## src/rtl/axi_mem_master_if.sv

```systemverilog
// Purpose: signal bundle between a CPU-side requester, the axi_mem_master
//          bridge and a 64-bit AXI memory slave.
// Modports:
//   master - the bridge's view. It takes CPU requests and drives AXI AR/AW/W,
//            R ready and B ready. It returns CPU responses.
//   slave  - the environment's view. It is the CPU requester plus the AXI slave.
// Signal groups: req_* (CPU request), resp_* (CPU response), axi_ar*, axi_r*,
//                axi_aw*, axi_w*, axi_b* (AXI4 channels, single-beat use).
interface axi_mem_master_if;
    logic        req_valid;
    logic        req_ready;
    logic        req_wen;
    logic [31:0] req_addr;
    logic [31:0] req_wdata;
    logic [3:0]  req_wmask;
    logic [2:0]  req_size;

    logic        resp_valid;
    logic        resp_ready;
    logic [31:0] resp_rdata;
    logic        resp_err;

    logic [31:0] axi_araddr;
    logic        axi_arvalid;
    logic [3:0]  axi_arid;
    logic [7:0]  axi_arlen;
    logic [2:0]  axi_arsize;
    logic [1:0]  axi_arburst;
    logic        axi_arready;

    logic [63:0] axi_rdata;
    logic [1:0]  axi_rresp;
    logic        axi_rvalid;
    logic        axi_rlast;
    logic [3:0]  axi_rid;
    logic        axi_rready;

    logic [31:0] axi_awaddr;
    logic        axi_awvalid;
    logic [3:0]  axi_awid;
    logic [7:0]  axi_awlen;
    logic [2:0]  axi_awsize;
    logic [1:0]  axi_awburst;
    logic        axi_awready;
    logic [63:0] axi_wdata;
    logic [7:0]  axi_wstrb;
    logic        axi_wvalid;
    logic        axi_wlast;
    logic        axi_wready;
    logic [1:0]  axi_bresp;
    logic        axi_bvalid;
    logic [3:0]  axi_bid;
    logic        axi_bready;

    modport master (
        input  req_valid, req_wen, req_addr, req_wdata, req_wmask, req_size,
        output req_ready,
        input  resp_ready,
        output resp_valid, resp_rdata, resp_err,
        output axi_araddr, axi_arvalid, axi_arid, axi_arlen, axi_arsize, axi_arburst,
        input  axi_arready,
        input  axi_rdata, axi_rresp, axi_rvalid, axi_rlast, axi_rid,
        output axi_rready,
        output axi_awaddr, axi_awvalid, axi_awid, axi_awlen, axi_awsize, axi_awburst,
        input  axi_awready,
        output axi_wdata, axi_wstrb, axi_wvalid, axi_wlast,
        input  axi_wready,
        input  axi_bresp, axi_bvalid, axi_bid,
        output axi_bready
    );

    modport slave (
        output req_valid, req_wen, req_addr, req_wdata, req_wmask, req_size,
        input  req_ready,
        output resp_ready,
        input  resp_valid, resp_rdata, resp_err,
        input  axi_araddr, axi_arvalid, axi_arid, axi_arlen, axi_arsize, axi_arburst,
        output axi_arready,
        output axi_rdata, axi_rresp, axi_rvalid, axi_rlast, axi_rid,
        input  axi_rready,
        input  axi_awaddr, axi_awvalid, axi_awid, axi_awlen, axi_awsize, axi_awburst,
        output axi_awready,
        input  axi_wdata, axi_wstrb, axi_wvalid, axi_wlast,
        output axi_wready,
        output axi_bresp, axi_bvalid, axi_bid,
        input  axi_bready
    );
endinterface

```

## src/rtl/axi_mem_master.sv

```systemverilog
// Purpose: bridge from a simple 32-bit CPU load/store port to a 64-bit AXI4
//          memory slave. Only one single-beat transaction is in flight at a time.
// Ports:
//   clk  - clock, rising edge
//   rst  - asynchronous, active-high reset
//   bus  - axi_mem_master_if.master (CPU request/response plus AXI AR/R/AW/W/B)
// Parameters:
//   AXI_ID  - ID driven on ARID/AWID and expected back on RID/BID
//   TIMEOUT - response wait limit in cycles (timeout build only)
// Optional feature: define AXI_MEM_MASTER_TIMEOUT_EN to compile the response
//   timeout. In the default build the bridge waits indefinitely for the slave.
module axi_mem_master #(
    parameter logic [3:0] AXI_ID  = 4'h0,
    parameter int         TIMEOUT = 255
) (
    input  logic                     clk,
    input  logic                     rst,
    axi_mem_master_if.master         bus
);

    typedef enum logic [2:0] {
        IDLE,
        RD_ADDR,
        RD_DATA,
        WR_REQ,
        WR_RESP,
        RESP
    } state_t;

    state_t      state_q;
    logic [31:0] addr_q;
    logic [31:0] wdata_q;
    logic [3:0]  wmask_q;
    logic [2:0]  size_q;
    logic        arvalid_q;
    logic        rready_q;
    logic        awvalid_q;
    logic        wvalid_q;
    logic        bready_q;
    logic        resp_valid_q;
    logic [31:0] resp_rdata_q;
    logic        resp_err_q;

`ifdef AXI_MEM_MASTER_TIMEOUT_EN
    logic [31:0] tmo_q;
`else
    wire  [31:0] unused_timeout = TIMEOUT;
`endif

    // req_ready is decoded from the registered state. It is masked by rst so it
    // reads 0 while reset is held and 1 as soon as reset is released.
    assign bus.req_ready   = (state_q == IDLE) && !rst;

    assign bus.resp_valid  = resp_valid_q;
    assign bus.resp_rdata  = resp_rdata_q;
    assign bus.resp_err    = resp_err_q;

    // All AXI payload comes from latched request registers. It stays stable
    // while the valids are high and never depends directly on req_*.
    assign bus.axi_araddr  = addr_q;
    assign bus.axi_arvalid = arvalid_q;
    assign bus.axi_arid    = AXI_ID;
    assign bus.axi_arlen   = 8'd0;
    assign bus.axi_arsize  = size_q;
    assign bus.axi_arburst = 2'b01;
    assign bus.axi_rready  = rready_q;

    assign bus.axi_awaddr  = addr_q;
    assign bus.axi_awvalid = awvalid_q;
    assign bus.axi_awid    = AXI_ID;
    assign bus.axi_awlen   = 8'd0;
    assign bus.axi_awsize  = size_q;
    assign bus.axi_awburst = 2'b01;
    assign bus.axi_wdata   = {wdata_q, wdata_q};
    assign bus.axi_wstrb   = addr_q[2] ? {wmask_q, 4'h0} : {4'h0, wmask_q};
    assign bus.axi_wvalid  = wvalid_q;
    assign bus.axi_wlast   = 1'b1;
    assign bus.axi_bready  = bready_q;

    // Main FSM with registered handshake outputs. Slave response signals are
    // sampled only in their own wait states, so stray beats cannot be captured.
    // AW and W are tracked separately. The write request completes once each
    // valid has either already dropped or is accepted this cycle.
    always_ff @(posedge clk or posedge rst) begin
        if (rst) begin
            state_q      <= IDLE;
            addr_q       <= 32'd0;
            wdata_q      <= 32'd0;
            wmask_q      <= 4'd0;
            size_q       <= 3'd0;
            arvalid_q    <= 1'b0;
            rready_q     <= 1'b0;
            awvalid_q    <= 1'b0;
            wvalid_q     <= 1'b0;
            bready_q     <= 1'b0;
            resp_valid_q <= 1'b0;
            resp_rdata_q <= 32'd0;
            resp_err_q   <= 1'b0;
`ifdef AXI_MEM_MASTER_TIMEOUT_EN
            tmo_q        <= 32'd0;
`endif
        end else begin
            case (state_q)
                IDLE: begin
                    if (bus.req_valid) begin
                        addr_q  <= bus.req_addr;
                        wdata_q <= bus.req_wdata;
                        wmask_q <= bus.req_wmask;
                        size_q  <= bus.req_size;
                        if (bus.req_wen) begin
                            awvalid_q <= 1'b1;
                            wvalid_q  <= 1'b1;
                            state_q   <= WR_REQ;
                        end else begin
                            arvalid_q <= 1'b1;
                            state_q   <= RD_ADDR;
                        end
                    end
                end
                RD_ADDR: begin
                    if (bus.axi_arready) begin
                        arvalid_q <= 1'b0;
                        rready_q  <= 1'b1;
                        state_q   <= RD_DATA;
                    end
                end
                RD_DATA: begin
                    if (bus.axi_rvalid) begin
                        rready_q     <= 1'b0;
                        resp_rdata_q <= addr_q[2] ? bus.axi_rdata[63:32] : bus.axi_rdata[31:0];
                        resp_err_q   <= (bus.axi_rresp != 2'b00) || (bus.axi_rid != AXI_ID)
                                        || !bus.axi_rlast;
                        resp_valid_q <= 1'b1;
                        state_q      <= RESP;
                    end
                end
                WR_REQ: begin
                    if (awvalid_q && bus.axi_awready) awvalid_q <= 1'b0;
                    if (wvalid_q && bus.axi_wready)   wvalid_q  <= 1'b0;
                    if ((!awvalid_q || bus.axi_awready) && (!wvalid_q || bus.axi_wready)) begin
                        bready_q <= 1'b1;
                        state_q  <= WR_RESP;
                    end
                end
                WR_RESP: begin
                    if (bus.axi_bvalid) begin
                        bready_q     <= 1'b0;
                        resp_rdata_q <= 32'd0;
                        resp_err_q   <= (bus.axi_bresp != 2'b00) || (bus.axi_bid != AXI_ID);
                        resp_valid_q <= 1'b1;
                        state_q      <= RESP;
                    end
                end
                RESP: begin
                    if (bus.resp_ready) begin
                        resp_valid_q <= 1'b0;
                        state_q      <= IDLE;
                    end
                end
                default: state_q <= IDLE;
            endcase

`ifdef AXI_MEM_MASTER_TIMEOUT_EN
            // The counter runs through every AXI wait state. On its last count
            // it overrides whatever the case above chose and reports an error.
            if (state_q == RD_ADDR || state_q == RD_DATA ||
                state_q == WR_REQ  || state_q == WR_RESP) begin
                if (tmo_q == 32'(TIMEOUT - 1)) begin
                    tmo_q        <= 32'd0;
                    arvalid_q    <= 1'b0;
                    rready_q     <= 1'b0;
                    awvalid_q    <= 1'b0;
                    wvalid_q     <= 1'b0;
                    bready_q     <= 1'b0;
                    resp_rdata_q <= 32'd0;
                    resp_err_q   <= 1'b1;
                    resp_valid_q <= 1'b1;
                    state_q      <= RESP;
                end else begin
                    tmo_q <= tmo_q + 32'd1;
                end
            end else begin
                tmo_q <= 32'd0;
            end
`endif
        end
    end

endmodule
```

## src/flat_wrapper.sv

```systemverilog
// flat-port wrapper written by rule: the top's interface ports become plain ports
module axi_mem_master_flat 
#(
    parameter logic [3:0] AXI_ID  = 4'h0,
    parameter int         TIMEOUT = 255
)
  (clk, rst, bus_req_valid, bus_req_wen, bus_req_addr, bus_req_wdata, bus_req_wmask, bus_req_size, bus_req_ready, bus_resp_ready, bus_resp_valid, bus_resp_rdata, bus_resp_err, bus_axi_araddr, bus_axi_arvalid, bus_axi_arid, bus_axi_arlen, bus_axi_arsize, bus_axi_arburst, bus_axi_arready, bus_axi_rdata, bus_axi_rresp, bus_axi_rvalid, bus_axi_rlast, bus_axi_rid, bus_axi_rready, bus_axi_awaddr, bus_axi_awvalid, bus_axi_awid, bus_axi_awlen, bus_axi_awsize, bus_axi_awburst, bus_axi_awready, bus_axi_wdata, bus_axi_wstrb, bus_axi_wvalid, bus_axi_wlast, bus_axi_wready, bus_axi_bresp, bus_axi_bvalid, bus_axi_bid, bus_axi_bready);
  axi_mem_master_if bus_i ();
  input  logic clk;
  input  logic rst;
  input wire logic [$bits(bus_i.req_valid)-1:0] bus_req_valid;
  input wire logic [$bits(bus_i.req_wen)-1:0] bus_req_wen;
  input wire logic [$bits(bus_i.req_addr)-1:0] bus_req_addr;
  input wire logic [$bits(bus_i.req_wdata)-1:0] bus_req_wdata;
  input wire logic [$bits(bus_i.req_wmask)-1:0] bus_req_wmask;
  input wire logic [$bits(bus_i.req_size)-1:0] bus_req_size;
  output wire logic [$bits(bus_i.req_ready)-1:0] bus_req_ready;
  input wire logic [$bits(bus_i.resp_ready)-1:0] bus_resp_ready;
  output wire logic [$bits(bus_i.resp_valid)-1:0] bus_resp_valid;
  output wire logic [$bits(bus_i.resp_rdata)-1:0] bus_resp_rdata;
  output wire logic [$bits(bus_i.resp_err)-1:0] bus_resp_err;
  output wire logic [$bits(bus_i.axi_araddr)-1:0] bus_axi_araddr;
  output wire logic [$bits(bus_i.axi_arvalid)-1:0] bus_axi_arvalid;
  output wire logic [$bits(bus_i.axi_arid)-1:0] bus_axi_arid;
  output wire logic [$bits(bus_i.axi_arlen)-1:0] bus_axi_arlen;
  output wire logic [$bits(bus_i.axi_arsize)-1:0] bus_axi_arsize;
  output wire logic [$bits(bus_i.axi_arburst)-1:0] bus_axi_arburst;
  input wire logic [$bits(bus_i.axi_arready)-1:0] bus_axi_arready;
  input wire logic [$bits(bus_i.axi_rdata)-1:0] bus_axi_rdata;
  input wire logic [$bits(bus_i.axi_rresp)-1:0] bus_axi_rresp;
  input wire logic [$bits(bus_i.axi_rvalid)-1:0] bus_axi_rvalid;
  input wire logic [$bits(bus_i.axi_rlast)-1:0] bus_axi_rlast;
  input wire logic [$bits(bus_i.axi_rid)-1:0] bus_axi_rid;
  output wire logic [$bits(bus_i.axi_rready)-1:0] bus_axi_rready;
  output wire logic [$bits(bus_i.axi_awaddr)-1:0] bus_axi_awaddr;
  output wire logic [$bits(bus_i.axi_awvalid)-1:0] bus_axi_awvalid;
  output wire logic [$bits(bus_i.axi_awid)-1:0] bus_axi_awid;
  output wire logic [$bits(bus_i.axi_awlen)-1:0] bus_axi_awlen;
  output wire logic [$bits(bus_i.axi_awsize)-1:0] bus_axi_awsize;
  output wire logic [$bits(bus_i.axi_awburst)-1:0] bus_axi_awburst;
  input wire logic [$bits(bus_i.axi_awready)-1:0] bus_axi_awready;
  output wire logic [$bits(bus_i.axi_wdata)-1:0] bus_axi_wdata;
  output wire logic [$bits(bus_i.axi_wstrb)-1:0] bus_axi_wstrb;
  output wire logic [$bits(bus_i.axi_wvalid)-1:0] bus_axi_wvalid;
  output wire logic [$bits(bus_i.axi_wlast)-1:0] bus_axi_wlast;
  input wire logic [$bits(bus_i.axi_wready)-1:0] bus_axi_wready;
  input wire logic [$bits(bus_i.axi_bresp)-1:0] bus_axi_bresp;
  input wire logic [$bits(bus_i.axi_bvalid)-1:0] bus_axi_bvalid;
  input wire logic [$bits(bus_i.axi_bid)-1:0] bus_axi_bid;
  output wire logic [$bits(bus_i.axi_bready)-1:0] bus_axi_bready;
  assign bus_i.req_valid = bus_req_valid;
  assign bus_i.req_wen = bus_req_wen;
  assign bus_i.req_addr = bus_req_addr;
  assign bus_i.req_wdata = bus_req_wdata;
  assign bus_i.req_wmask = bus_req_wmask;
  assign bus_i.req_size = bus_req_size;
  assign bus_req_ready = bus_i.req_ready;
  assign bus_i.resp_ready = bus_resp_ready;
  assign bus_resp_valid = bus_i.resp_valid;
  assign bus_resp_rdata = bus_i.resp_rdata;
  assign bus_resp_err = bus_i.resp_err;
  assign bus_axi_araddr = bus_i.axi_araddr;
  assign bus_axi_arvalid = bus_i.axi_arvalid;
  assign bus_axi_arid = bus_i.axi_arid;
  assign bus_axi_arlen = bus_i.axi_arlen;
  assign bus_axi_arsize = bus_i.axi_arsize;
  assign bus_axi_arburst = bus_i.axi_arburst;
  assign bus_i.axi_arready = bus_axi_arready;
  assign bus_i.axi_rdata = bus_axi_rdata;
  assign bus_i.axi_rresp = bus_axi_rresp;
  assign bus_i.axi_rvalid = bus_axi_rvalid;
  assign bus_i.axi_rlast = bus_axi_rlast;
  assign bus_i.axi_rid = bus_axi_rid;
  assign bus_axi_rready = bus_i.axi_rready;
  assign bus_axi_awaddr = bus_i.axi_awaddr;
  assign bus_axi_awvalid = bus_i.axi_awvalid;
  assign bus_axi_awid = bus_i.axi_awid;
  assign bus_axi_awlen = bus_i.axi_awlen;
  assign bus_axi_awsize = bus_i.axi_awsize;
  assign bus_axi_awburst = bus_i.axi_awburst;
  assign bus_i.axi_awready = bus_axi_awready;
  assign bus_axi_wdata = bus_i.axi_wdata;
  assign bus_axi_wstrb = bus_i.axi_wstrb;
  assign bus_axi_wvalid = bus_i.axi_wvalid;
  assign bus_axi_wlast = bus_i.axi_wlast;
  assign bus_i.axi_wready = bus_axi_wready;
  assign bus_i.axi_bresp = bus_axi_bresp;
  assign bus_i.axi_bvalid = bus_axi_bvalid;
  assign bus_i.axi_bid = bus_axi_bid;
  assign bus_axi_bready = bus_i.axi_bready;
  axi_mem_master #(.AXI_ID(AXI_ID), .TIMEOUT(TIMEOUT)) u_core (.clk(clk), .rst(rst), .bus(bus_i));
endmodule
```

## config.mk

```make
export PLATFORM = sky130hd
export DESIGN_NAME = axi_mem_master_flat
export DESIGN_NICKNAME = d
export VERILOG_FILES = /design/src/rtl/axi_mem_master_if.sv /design/src/rtl/axi_mem_master.sv /design/src/flat_wrapper.sv
export SDC_FILE = /design/constraint.sdc
export NUM_CORES = 1
export LEC_CHECK = 0
export BUFFER_PORTS_ARGS = -buffer_cell sky130_fd_sc_hd__buf_2
export CAP_MARGIN = 0
export CORE_AREA = 2 2 184 114
export CTS_CLUSTER_DIAMETER = 30
export DETAILED_ROUTE_END_ITERATION = 7
export DIE_AREA = 0 0 186 116
export GPL_TIMING_DRIVEN = 0
export PLACE_DENSITY = 0.6
export SYNTH_ARGS = -nofsm -noshare
export SYNTH_HDL_FRONTEND = slang
export SYNTH_SLANG_ARGS = --single-unit
```

## constraint.sdc

```tcl
create_clock -name clk -period 3.55 [get_ports clk]
set_input_delay 0.71 -clock clk [delete_from_list [all_inputs] [get_ports clk]]
set_output_delay 0.71 -clock clk [all_outputs]
set_load 0.005 [all_outputs]
```

==> summary.md <==
| Metric | Value |
|---|---|
| Status | `finished, final reports clean` |
| CTS root buffer | `clkbuf_16` |
| Row cnt | `40` |
| Mean Syn Cell Area | `12.5 µm²` |
| Initial antenna violation count | `0` |
| Fin Setup TNS | `0 ps` |
| H-Tree Level Count | `4` |
| Fin crit share | `67.8%` |
| Max-cap violations | `0` |
| GRT Total Usage | `14.5%` |
| Core footprint | `0.0198 mm²` |
| Postcts setup bufs | `0` |
| Core Util, Final | `43.7%` |
| Sequential cell area fraction in the yosys report | `roughly half` |
| CTS resizes | `0` |
| Vias per cell | `4.00` |
| Worst relative slew slack | `44.8%` |
| Yosys warning total | `0` |
| Worst skew pair latency | `about 410 ps` |
| Achievable frequency | `415 MHz` |
| EDFF count, synth | `0` |
| Worst Skew | `8.72 ps` |
| Worst-case hold slack | `469 ps` |
| Vias | `4571` |
| Hold Buf Count CTS | `0` |
| Post-route minimum period | `2410 ps` |
| Ranking of synthesized cells by area | `dfrtp_1, mux2_4, buf_4` |
| First-pass DRT Iterations | `4` |
| GR Overflow Total | `0` |
| Ys async rst share | `100%` |
| Layout area overhead | `47.1%` |
| Crit path required time | `2840 ps` |
| Crit. End Element | `output pin` |
| Largest net degree at the start of global routing | `42` |
| DRT Wirelength | `around 16000 µm` |
| Mapped Cells | `471` |
| Max-slew violations | `0` |
| Worst Tran Pin Value | `~830 ps` |
| GPL Wtd Cong | `0.773` |
| Clk pin slew, worst setup/hold paths | `about 60 ps` |
| Area leader, netlist | `dfrtp_1` |
| IO Port Bufs | `339` |
| DRC Markers | `0` |
| Placed wire-length estimate | `about 13000 µm` |
| Post-Synthesis Cell Area | `0.00588 mm²` |
| Non-Filler Instances | `1144` |
| Flop and latch count out of synthesis | `113` |
| Number of global-route vias before repair | `4299` |
| Total clock sinks | `roughly 110` |
| I/O pin count | `369` |
| CTS tree | `done` |
| Layout cells sized above 1 | `64.5%` |
| DIE HEIGHT | `116 µm` |
| Starting Density | `29.7%` |
| Die width | `roughly 190 µm` |
| Initial DRC count | `135` |
| Final setup vio count | `0` |
| Critical path class | `reg -> out` |
| Leakage power | `4.68 nW` |
| Synth top cells by count | `dfrtp_1, buf_4, mux2_4, nand2_1, mux2i_1` |
| RSZ-0062 raised after global routing | `no` |
| PwrDens | `between 800 and 900 mW/mm²` |
| Placed cells | `1112` |
| Distinct cells, synth | `38` |
| Hold Crit Class | `in -> async` |
| Main flop type after synthesis | `dfrtp_1` |
| Most common cell in the synthesized netlist | `dfrtp_1` |
| Nets | `1016` |
| CP max FO | `10` |
| Die ar. | `0.0216 mm²` |
| Num CTS Buffers | `17` |
| Routed wire per std cell | `14.1 µm` |
| Final hold viol count | `0` |
| First-pass GRT wire length | `~24000 µm` |
| Routed Antenna Nets | `0` |
| Worst vdd ir | `0.000345 V` |
| Clk buf depth | `2` |
| ANT cells | `0` |
| WP data arrival | `1700 ps` |
| Post-synth top area share | `48.1%` |
| Critical path launch point type | `register` |
==> logic make-up after synthesis <==
logic type	share of synthesized area (%)
compound gates	4.83
buf+inv	16.6
flops	48.1
mux	23.7
other cells	0.128
simple gates	6.64
==> worst paths after layout <==
check                                         startpoint                        end  slack, ps  cells after the start
worst max-delay path            u_core.bus.axi_araddr[2]           bus_axi_wstrb[7]       1140                      4
worst max register to register         u_core.state_q[2]  u_core.bus.resp_rdata[26]       1870                      4
max in group asynchronous                            rst   u_core.bus.axi_arsize[1]       2400                      3
min in group clk                     u_core.bus.resp_err        u_core.bus.resp_err        470                      2
worst min-delay path                                 rst      u_core.bus.axi_bready        470                      2
worst min register to register       u_core.bus.resp_err        u_core.bus.resp_err        470                      2
==> area by class of cell <==
type,instances,area (µm²)
Clock buffer,18,429
Multi-Input combinational cell,262,2180
Clock inverter,14,155
Buffer,120,962
Sequential cell,113,2830
Timing Repair Buffer,341,1740
Inverter,3,15.0
Tap cell,273,342
Fill cell,1921,11100
==> state kept, by name (all words and copies together) (netlist names) <==
| name | cells |
|---|---|
| u_core.bus.axi_araddr | 32 |
| u_core.bus.resp_rdata | 32 |
| u_core.wdata_q | 32 |
| u_core.wmask_q | 4 |
| u_core.bus.axi_arsize | 3 |
| u_core.state_q | 3 |
| u_core.bus.axi_arvalid | 1 |
| u_core.bus.axi_awvalid | 1 |
| u_core.bus.axi_bready | 1 |
| u_core.bus.axi_rready | 1 |
| u_core.bus.axi_wvalid | 1 |
| u_core.bus.resp_err | 1 |
| u_core.bus.resp_valid | 1 |
==> worst max-delay path: stages (launching register included) <==
cell and delay, ps:
dfrtp_1 370, clkbuf_1 280, clkbuf_1 340, and2_1 180, buf_2 120
==> where the power goes <==
group | switching, mW | leakage [nW] | total, mW | internal (mW)
combinational | 1.34 | 3.04 | 3.60 | 2.26
sequential | 0.482 | 1.38 | 2.39 | 1.91
clock | 0.644 | 0.270 | 1.69 | 1.04
total | 2.47 | 4.68 | 7.68 | 5.21
==> through the flow <==
stage	power [mW]	instance area, µm²	worst slack [ps]
2_1_floorplan	4.60	5980	1470
3_3_place_gp	6.01	8020	585
3_5_place_dp	6.06	8060	1480
4_1_cts	7.80	8650	1030
5_1_grt	8.26	8650	950
6_report	7.68	8650	1140
==> metal layers <==
metal	part of all wire, %	wire length (µm)	global-route usage (%)	vias up
met5	0	0	0	-
met4	0.67	108	3.62	0
met3	5.5	883	4.02	10
met2	47	7580	22.8	156
met1	47	7530	19.9	2146
li1	-	-	-	2259
==> cells in the final DEF, fill, tap and decap left out, drive strengths merged, types with 3 or more instances in the layout <==
cell	synthesis	routed
conb	2	29
clkinvlp	0	6
nand3b	5	5
nand2	41	41
buf	115	456
clkbuf	5	23
nor2b	5	5
inv	3	7
o21ai	35	35
nor2	6	6
a21oi	9	9
mux2	71	71
nor4b	3	3
mux2i	34	34
dfrtp	113	113
and2	4	4
Note: power is estimated with default switching activity, not from simulation.
